$ cat config.mk
export PLATFORM = sky130hd
export DESIGN_NAME = pipelined_cla_adder
export DESIGN_NICKNAME = d
export VERILOG_FILES = /design/src/rtl/pipelined_cla_adder.sv
export SDC_FILE = /design/constraint.sdc
export NUM_CORES = 1
export LEC_CHECK = 0
export BUFFER_PORTS_ARGS = -buffer_cell sky130_fd_sc_hd__buf_2
export CAP_MARGIN = 15
export CORE_MARGIN = 1.5
export CORE_UTILIZATION = 45
export DETAILED_ROUTE_END_ITERATION = 6
export PLACE_DENSITY = 0.61
export SYNTH_ARGS = -nofsm -noshare
export SYNTH_HDL_FRONTEND = slang
export SYNTH_SLANG_ARGS = --single-unit
$ cat constraint.sdc
create_clock -name clk -period 3.8 [get_ports clk]
set_input_delay 0.76 -clock clk [delete_from_list [all_inputs] [get_ports clk]]
set_output_delay 0.76 -clock clk [all_outputs]
set_load 0.02 [all_outputs]
$ cat src/rtl/pipelined_cla_adder.sv
// pipelined_cla_adder: WIDTH-bit add/sub built from 4-bit CLA groups, one group resolved per
// pipeline stage, with a valid/ready handshake and a single global stall.
module pipelined_cla_adder #(
    parameter int WIDTH = 16
) (
    input  logic             clk,
    input  logic             rst_n,
    input  logic             in_valid,
    output logic             in_ready,
    input  logic [WIDTH-1:0] A,
    input  logic [WIDTH-1:0] B,
    input  logic             Cin,
    input  logic             sub,
    output logic             out_valid,
    input  logic             out_ready,
    output logic [WIDTH-1:0] Sum,
    output logic             Cout,
    output logic             ovf,
    output logic             zero
);
    localparam int NGRP = WIDTH / 4;

    // x carries resolved sum bits below the current group and untouched A bits above it;
    // y carries the effective addend (B or ~B), so the mode is baked into the data at entry.
    logic [WIDTH-1:0] x_q [NGRP];
    logic [WIDTH-1:0] y_q [NGRP];
    logic [WIDTH-1:0] x_d [NGRP];
    logic [WIDTH-1:0] y_d [NGRP];
    logic [NGRP-1:0]  c_q, c_d, v_q, v_d;
    logic [WIDTH-1:0] xi, yi;
    logic             ci;
    logic [3:0]       g, p;
    logic [4:0]       c;
    logic             ovf_d, zero_d, ovf_q, zero_q, adv;

    assign adv       = !out_valid || out_ready;
    assign in_ready  = rst_n && adv;
    assign out_valid = v_q[NGRP-1];
    assign Sum       = x_q[NGRP-1];
    assign Cout      = c_q[NGRP-1];
    assign ovf       = ovf_q;
    assign zero      = zero_q;

    always_comb begin
        x_d = x_q;
        y_d = y_q;
        c_d = c_q;
        v_d = v_q;
        xi  = '0;
        yi  = '0;
        ci  = 1'b0;
        g   = '0;
        p   = '0;
        c   = '0;
        for (int k = 0; k < NGRP; k++) begin
            xi = (k == 0) ? A : x_q[(k == 0) ? 0 : k - 1];
            yi = (k == 0) ? (sub ? ~B : B) : y_q[(k == 0) ? 0 : k - 1];
            ci = (k == 0) ? (sub | Cin) : c_q[(k == 0) ? 0 : k - 1];
            v_d[k] = (k == 0) ? in_valid : v_q[(k == 0) ? 0 : k - 1];
            g = xi[4*k +: 4] & yi[4*k +: 4];
            p = xi[4*k +: 4] ^ yi[4*k +: 4];
            c[0] = ci;
            c[1] = g[0] | (p[0] & ci);
            c[2] = g[1] | (p[1] & g[0]) | (p[1] & p[0] & ci);
            c[3] = g[2] | (p[2] & g[1]) | (p[2] & p[1] & g[0]) | (p[2] & p[1] & p[0] & ci);
            c[4] = g[3] | (p[3] & g[2]) | (p[3] & p[2] & g[1]) | (p[3] & p[2] & p[1] & g[0])
                 | (p[3] & p[2] & p[1] & p[0] & ci);
            x_d[k] = xi;
            x_d[k][4*k +: 4] = p ^ c[3:0];
            y_d[k] = yi;
            c_d[k] = c[4];
        end
        // xi/yi still hold the last stage's inputs, whose MSBs are the original operand signs
        ovf_d  = (xi[WIDTH-1] == yi[WIDTH-1]) && (x_d[NGRP-1][WIDTH-1] != xi[WIDTH-1]);
        zero_d = ~|x_d[NGRP-1];
    end

    always_ff @(posedge clk or negedge rst_n) begin
        if (!rst_n) begin
            x_q    <= '{default: '0};
            y_q    <= '{default: '0};
            c_q    <= '0;
            v_q    <= '0;
            ovf_q  <= 1'b0;
            zero_q <= 1'b0;
        end else if (adv) begin
            x_q    <= x_d;
            y_q    <= y_d;
            c_q    <= c_d;
            v_q    <= v_d;
            ovf_q  <= ovf_d;
            zero_q <= zero_d;
        end
    end
endmodule

==> results of run 1 <==
layer usage:
metal / track usage, % / wire length [µm]
met5: 0 / 0
met4: 6.24 / 116
met3: 3.12 / 285
met2: 25.2 / 3420
met1: 22.9 / 3930
cells in the final DEF, fill, tap and decap left out, drive strengths merged, types with 3 or more instances in the layout:
master / Yosys / routed
ha: 16 / 16
o31ai: 4 / 4
o21ai: 19 / 19
xnor2: 20 / 20
dfrtp: 98 / 98
nand2: 215 / 215
fa: 4 / 4
nand2b: 4 / 4
buf: 29 / 62
clkbuf: 11 / 11
nor2: 11 / 11
a21oi: 13 / 13
inv: 9 / 9
xor2: 7 / 7
a21o: 3 / 3
Yosys cell counts (all sizes together) (7+ instances only):
library cell and n:
clkbuf 11, a21oi 13, inv 9, xor2 7, dfrtp 98, nor2 11
o21ai 19, nand2 215, xnor2 20, ha 16, buf 29
sequential cells by signal (all words and copies together) (netlist names):
name / flops
x_d: 24
y_d: 20
Sum: 16
xi: 16
x_q: 8
c_q: 4
v_q: 4
yi: 4
ovf: 1
zero: 1
stage by stage:
| step | cells | setup slack, ns | hold WS (ns) |
|---|---|---|---|
| floorplan | 480 | 1.39 | 0.430 |
| global placement | 635 | 1.30 | 0.444 |
| detailed placement | 635 | 1.24 | 0.445 |
| CTS | 651 | 1.39 | 0.405 |
| global route | 651 | 1.34 | 0.420 |
| finish | 651 | 1.46 | 0.388 |
final cells by class:
cell class | count | area (µm²) | area share, %
clock buffers | 11 | 141 | 2.85
clock inverters | 5 | 77.6 | 1.57
inverters | 9 | 33.8 | 0.682
multi-input cells | 333 | 1760 | 35.5
flip-flops and latches | 98 | 2450 | 49.5
well taps | 133 | 166 | 3.36
repair buffers | 62 | 323 | 6.52
worst max-delay path, cell delays in order:
cell and delay [ns]:
sky130_fd_sc_hd__buf_4 0.45, sky130_fd_sc_hd__and2_1 0.20, sky130_fd_sc_hd__buf_2 0.16
path summary, 6_finish.rpt:
check	startpoint	slack (ns)	to	cells after the start
setup / recovery	rst_n	1.46	in_ready	3
hold / removal	rst_n	0.39	x_d[28]$_DFFE_PN0N_	1
setup reg to reg	xi[12]$_DFFE_PN0N_	2.00	Sum[15]$_DFFE_PN0N_	6
hold reg to reg	Sum[4]$_DFFE_PN0N_	0.46	Sum[4]$_DFFE_PN0N_	2
max in group asynchronous	rst_n	2.32	y_d[24]$_DFFE_PN0N_	2
min in group clk	Sum[4]$_DFFE_PN0N_	0.46	Sum[4]$_DFFE_PN0N_	2
cells by family (layout without fill, tap and decap cells):
logic type                 count (synthesis)  count (layout)
and+or+nand+nor                          238             238
AOI/OAI and AO/OA                         47              47
buffers and inverters                     49              87
DFF                                       98              98
adders and majority gates                 20              20
xor gates and xnor gates                  27              27
muxes                                      1               1
report_power, final:
group	switching [mW]	internal, mW
registers	0.277	1.50
logic	0.900	0.609
clock network	0.346	0.387
==> impl.org, run 1 <==
** Status
- The run finished with clean final reports.

** Clocking
- TritonCTS created 9 clock buffers.
- Maximum root-to-sink buffer count :: 2
- H-tree depth :: 3
- After clock tree synthesis, the clock-pin slew on the worst setup and hold paths is 0.09 ns.
- After clock tree synthesis, the setup repair step added 0 buffers.
- The tree is rooted in a sky130_fd_sc_hd__clkbuf_8.
- For the worst-skew pair, the clock arrives at the later sink with an insertion delay of 0.36 ns.
- Number of buffers inserted by hold repair at cts :: 0
- CTS tree :: done
- Once the clock tree was built, the resizer swapped 0 gates to a different size.
- Clock tree synthesis found a total of 98 sinks.

** Finish
- After the last flow step, the layout net total stands at 571.
- Share of the core filled with cells :: 50.9%
- The number of antenna diodes in the final layout is 0.
- Counting the fill cells in the layout gives 951.
- Relative to the synthesized area, the layout overhead comes to 10.5%.
- Ratio of cells with drive above 1 in the final layout :: 16.6%
- The finished cells cover 0.00495 mm².

** Synth
- Xor-xnor portion of the synthesized cell area :: 5.27%
- Main combinational cell family by area after synthesis :: simple AND/OR/NAND/NOR gates
- Dividing the synthesized area by the synthesized cell count gives 9.34 µm².
- The most used flip-flop cell after synthesis is sky130_fd_sc_hd__dfrtp_1.
- Mux cell area share after synthesis :: 0.251%
- Largest area contributor in the synthesized netlist :: sky130_fd_sc_hd__dfrtp_1
- The synthesized netlist devotes 6.45% of its cell area to compound gates.
- Net count after synthesis :: 538
- Mapped Area :: 0.00448 mm²
- Synth warnings :: 0
- After synthesis the netlist holds a flip-flop and latch count of 98.
- Counting every instance in the synthesized netlist gives 480.
- Top cells by area, synth :: sky130_fd_sc_hd__dfrtp_1, sky130_fd_sc_hd__nand2_1, sky130_fd_sc_hd__ha_1
- Number of enable flip-flop cells after synthesis :: 0
- Simple-gate portion of the synthesized area :: 21.0%
- Async SR Flop Fraction :: 100%
- Number of library cell types mapped by synthesis :: 36
- Area share of the leading cell type in the synthesized netlist :: 54.7%
- Post-synthesis share of cell area spent on full adders, half adders and majority gates :: 6.25%
- Sequential-to-total area share from yosys stat :: 54.7%

** Global route
- Overall routing resource usage :: 16.3%
- The first global-routing pass estimated 13400 µm of wire.
- Remaining Overflow, GRT :: 0
- The initial antenna violation count came to 0.
- Entering global routing, the biggest net connects 86 pins.
- The via count of the first global-routing pass is 2869.

** Setup path
- WS Path Type :: primary input to output port
- STA classifies the critical path endpoint as an output port.
- For the worst setup path, the data required time is 3.04 ns.
- Endpoint arrival time on the critical path :: 1.58 ns
- Largest fanout of any net on the critical path :: 45
- Type of element launching the critical path :: primary input

** Flow run
- Across the run, the number of max-cap violations was 0.

** Die
- DIE AREA :: 0.0106 mm²
- Row count :: 36
- In this run the count of I/O pins placed on the die edge is 59.
- The floorplan step defined a core boundary enclosing 0.00973 mm².
- Die Wd :: 103 µm
- Chip Height :: 103 µm
- Once the floorplan was initialized, standard cells occupied 46.1% of the core.

** Routing
- After detailed routing, the number of remaining DRC violations is 0.
- Detailed routing inserted a total of 2994 vias.
- The count of nets left with antenna violations once routing finished came out at 0.
- WL per Instance :: 11.9 µm
- Router iterations before antenna repair :: 4
- Number of DRC markers in iteration 0 :: 117
- After detailed routing, the total wire length is 7750 µm.
- Dividing the detail-routed via count by the number of cells gives 4.60.

** STA
- The number of failing hold endpoints at the final stage came to 0.
- Setup violations remaining at the end of the flow were counted as 0.
- For the final routed database, the setup TNS stands at 0 ns.
- Slew Limit Headroom :: 45.4%
- For this run, the top clock speed supported by timing is 427 MHz.
- Tcrit/Tclk final :: 61.7%
- Across the routed clock network, the largest skew measured is 0.0116 ns.
- Unrepaired setup endpoints after global routing :: no
- The number of slew-limit violations in the final report is 0.
- At the pin with the least slew margin, the transition time is 0.819 ns.
- Counting I/O delays and the setup requirement, the final critical path takes 2.34 ns.

** Placement
- Placed wire-length estimate after detailed placement :: 5160 µm
- During placement, the flow inserted port buffers numbering 58.
- Dpl cell area :: 0.00473 mm²
- Gpl congestion :: 0.722

** Pwr
- Max rail drop VDD :: 0.264 mV
- P per Cell Area :: 812 mW/mm²
- Leak :: 2.56 nW
- Tot Pwr :: 4.02 mW

** Min path
- Hold crit path type :: primary input to async pin
Power figures use the tool's default switching activity.
==> inputs of run 2 (changes only) <==
--- a/config.mk
+++ b/config.mk
@@ -5,6 +5,7 @@
 export SDC_FILE = /design/constraint.sdc
 export NUM_CORES = 1
 export LEC_CHECK = 0
+export ABC_AREA = 1
 export BUFFER_PORTS_ARGS = -buffer_cell sky130_fd_sc_hd__buf_2
 export CAP_MARGIN = 15
 export CORE_MARGIN = 1.5
==> constraint.sdc (replaced) <==
create_clock -name clk -period 2.2 [get_ports clk]
set_input_delay 0.44 -clock clk [delete_from_list [all_inputs] [get_ports clk]]
set_output_delay 0.44 -clock clk [all_outputs]
set_load 0.02 [all_outputs]
==> impl.org, run 2 <==
** Clocking
- The total clock buffers created by CTS came to 9 (unchanged).
- Clock sink count :: 98 (unchanged)
- The maximum buffer depth of the clock tree is 2 (unchanged).
- CTS placed an instance of sky130_fd_sc_hd__clkbuf_8 at the clock tree root.
- Number of buffers inserted by hold repair at cts :: 1 (+1)
- The insertion delay of the later-clocked pin in the worst-skew pair came to 0.36 ns (about the same).
- The post-CTS clock slew at the launch and capture registers of the worst setup and hold paths is 0.10 ns (about the same).
- TritonCTS built the clock tree.
- Post-CTS resize count :: 0 (unchanged)
- H-tree depth :: 3 (unchanged)
- Number of buffers inserted by post-CTS setup repair :: 0 (unchanged)

** Pwr
- The part of the power in registers came to 43.4% (-0.8 points).
- Internal power summed over all cells :: 4.27 mW (+71%)
- The power density relative to cell area was 1360 mW/mm² (+67%).
- Max rail drop VDD :: 0.620 mV (+130%)
- The clock network power share came to 18.2% (about the same).
- The combinational share of power came to 38.4% (+0.9 points).
- The switching part of the total is 39.2% (+1.3 points).
- The switching power total came to 2.75 mW (+81%).
- Leak :: 2.71 nW (+6.0%)

** Setup path
- Endpoint arrival time on the critical path :: 1.59 ns (about the same)
- The number of buffer and inverter instances along the worst setup path came to 4 (+2).
- WS Path Type :: primary input to output port
- Broken down by cell family, the worst path's largest delay share belongs to buffers and inverters.
- Longest individual stage delay on the worst path :: 0.52 ns (+0.07 ns)
- Slowest stage cell, crit path :: sky130_fd_sc_hd__dlygate4sd3_1
- Data required time at the worst endpoint :: 1.76 ns (-1.28 ns)
- Crit end category :: output port
- Type of element launching the critical path :: primary input
- The signal on the critical path passes through dlygate4sd3_1 -> buf_4 -> inv_1 -> nor2_1 -> buf_2.
- The largest fanout of any net on the critical path came to 20 (-56%).

** Die
- The die extent in x is 105 µm (+2.2%).
- The core area came to 0.0102 mm² (+5.2%).
- The height of the chip came to 105 µm (+2.2%).
- The number of core rows is 37 (+2.8%).
- The initial cell density of the core came to 45.8% (-0.29 points).
- I/O pin cnt :: 59 (unchanged)
- The area of the die was 0.0110 mm² (+4.4%).

** Finish
- The share of layout cells above drive strength 1 is 14.4% (-2.2 points).
- Most common library cell in the layout ignoring fill and taps :: sky130_fd_sc_hd__nand2_1
- Fillers :: 999 (+5.0%)
- The number of flip-flops under the largest register name is 24 (unchanged).
- The antenna diode count was 0 (unchanged).
- The post-layout utilization of the core is 50.6% (-0.32 points).
- Area growth from synthesis to final layout :: 10.5% (about the same)
- Most frequent cells in the layout :: sky130_fd_sc_hd__nand2_1, sky130_fd_sc_hd__dfrtp_1, sky130_fd_sc_hd__buf_2
- The number of nets in the layout came to 636 (+11%).
- The summed area of non-filler cells in the final layout is 0.00518 mm² (+4.5%).
- Final Non-Filler Cells :: 719 (+10%)

** Global route
- The via count of the first global-routing pass is 3222 (+12%).
- Largest net degree at the start of global routing :: 76 (-12%)
- The initial antenna violation count was 0 (unchanged).
- The overflow left after global routing was 0 (unchanged).
- Overall routing resource usage :: 15.9% (-0.43 points)
- Global-route wire length before repair :: 14300 µm (+6.7%)

** STA
- Min cycle time layout :: 2.03 ns
- Tcrit/Tclk final :: 92.3%
- Setup TNS after final layout :: 0 ns (unchanged)
- Setup violations, final :: 0 (unchanged)
- Worst Clk Skew :: 0.0153 ns (+0.00368 ns)
- The max-slew headroom at the worst pin came to 52.9% (+7.5 points).
- Final-report hold violation count :: 0 (unchanged)
- Transition time of the tightest slew-check pin :: 0.707 ns (-0.112 ns)
- Unrepaired setup endpoints after global routing :: no
- Max frequency :: 493 MHz
- The number of slew-limit violations in the final report came to 0 (unchanged).

** Routing
- The number of detailed-route iterations in the first pass is 5 (+1).
- Final WL :: 8220 µm (+6.0%)
- Vias :: 3368 (+12%)
- The count of unresolved DRC violations after routing was 0 (unchanged).
- The number of DRC markers in iteration 0 was 206 (+76%).
- The number of antenna-violating nets in the routed design was 0 (unchanged).
- WL per Instance :: 11.4 µm (-4.0%)
- The mean number of vias per cell is 4.68 (+1.9%).

** Placement
- Gpl congestion :: 0.799 (+11%)
- Dpl cell area :: 0.00494 mm² (+4.4%)
- Number of placed instances with taps included :: 702 (+11%)
- The quantity of I/O buffers inserted on ports was 58 (unchanged).
- The half-perimeter wire length of the detailed placement result came to 5660 µm (+9.7%).

** Synth
- Ranked by total cell area, the synthesized netlist is headed by sky130_fd_sc_hd__dfrtp_1, sky130_fd_sc_hd__nand2_1, sky130_fd_sc_hd__o21ai_0.
- Async SR Flop Fraction :: 100% (unchanged)
- The biggest area contributor in the post-synthesis netlist is sky130_fd_sc_hd__dfrtp_1.
- The number of cells produced by synthesis was 541 (+13%).
- The net count after synthesis was 599 (+11%).
- Yosys reg bits :: 98 (unchanged)
- sky130_fd_sc_hd__nand2_1 is the most common cell in the netlist.
- The area fraction of the dominant cell type after synthesis was 52.4% (-2.4 points).
- The number of enable flip-flop cells after synthesis came to 0 (unchanged).
- Leading cell types by count after synthesis :: sky130_fd_sc_hd__nand2_1, sky130_fd_sc_hd__dfrtp_1, sky130_fd_sc_hd__o21ai_0
- Mapped Area :: 0.00468 mm² (+4.5%)
- The fraction of the yosys area taken by sequential cells is 52.4% (-2.4 points).
- Number of library cell types mapped by synthesis :: 23 (-36%)
- In the synthesized netlist the dominant register cell turns out to be sky130_fd_sc_hd__dfrtp_1.
- The number of warnings printed during yosys synthesis came to 0 (unchanged).
- The post-synthesis average cell area was 8.66 µm² (-7.3%).

** Flow run
- Number of maximum-capacitance constraint violations :: 0 (unchanged)

** Min path
- Hold crit path type :: primary input to flip-flop

** Status
- Result of the run :: completed
==> run 2: cell type report <==
| cell class | count | area [µm²] | share of cell area [%] |
|---|---|---|---|
| clock buffers | 10 | 138 | 2.66 |
| clock inverters | 6 | 87.6 | 1.69 |
| inverters | 37 | 139 | 2.68 |
| multi-input cells | 367 | 1830 | 35.3 |
| flip-flops and latches | 98 | 2450 | 47.4 |
| well taps | 136 | 170 | 3.29 |
| repair buffers | 65 | 360 | 6.96 |
==> run 2: stage by stage <==
| step | power [mW] | worst slack [ns] | hold slack [ns] |
|---|---|---|---|
| final | 7.02 | 0.170 | 0.270 |
| after global routing | 7.69 | 0.0835 | 0.270 |
| after CTS | 7.11 | 0.124 | 0.258 |
| after detailed placement | 5.81 | 0.375 | 0.343 |
| after global placement | 5.69 | 0.390 | 0.342 |
| after floorplan | 5.30 | 0.418 | 0.144 |
==> run 2: power by group through the flow <==
stage | logic, mW | clock network [mW] | registers (mW)
CTS | 2.74 | 1.32 | 3.05
global placement | 2.64 | 0 | 3.05
floorplan | 2.30 | 0 | 2.99
global route | 3.16 | 1.38 | 3.15
detailed placement | 2.72 | 0 | 3.09
finish | 2.70 | 1.28 | 3.05
==> run 2: cells by family (layout without fill, tap and decap cells) <==
group / count (synthesis) / count (layout) / share of synthesized area, %
XOR/XNOR: 19 / 19 / 3.55
adder cells (fa/ha/maj): 20 / 20 / 5.98
buffers and inverters: 76 / 118 / 8.60
AND/OR/NAND/NOR: 265 / 265 / 22.7
flip-flops: 98 / 98 / 52.4
AO/OA/AOI/OAI: 63 / 63 / 6.81
==> run 2: worst paths after layout <==
kind	start	endpoint	slack, ns	depth (start not counted)
max in group asynchronous	rst_n	y_d[41]$_DFFE_PN0N_	0.88	3
max	rst_n	in_ready	0.17	5
min	A[13]	x_d[45]$_DFFE_PN0N_	0.27	3
min in group asynchronous	rst_n	c_q[0]$_DFFE_PN0N_	0.48	2
max reg2reg	xi[14]$_DFFE_PN0N_	zero$_DFFE_PN0N_	0.66	8
min reg2reg	v_q[2]$_DFFE_PN0N_	v_q[3]$_DFFE_PN0N_	0.47	2
==> run 2: worst reg2reg max path: stages (launching register included) <==
cell	delay (ns)
sky130_fd_sc_hd__dfrtp_1	0.39
sky130_fd_sc_hd__ha_1	0.34
sky130_fd_sc_hd__or2_0	0.23
sky130_fd_sc_hd__nand2_1	0.12
sky130_fd_sc_hd__nand2_1	0.08
sky130_fd_sc_hd__nand2_1	0.10
sky130_fd_sc_hd__nand2_2	0.07
sky130_fd_sc_hd__nand3_1	0.07
sky130_fd_sc_hd__nand2_1	0.05
==> run 2: layer usage <==
layer | GRT usage, % | up-vias | wire length (µm)
li1 | - | 1761 | -
met1 | 22.5 | 1534 | 4280
met2 | 24.3 | 61 | 3540
met3 | 3.06 | 12 | 289
met4 | 5.58 | 0 | 112
met5 | 0 | - | 0
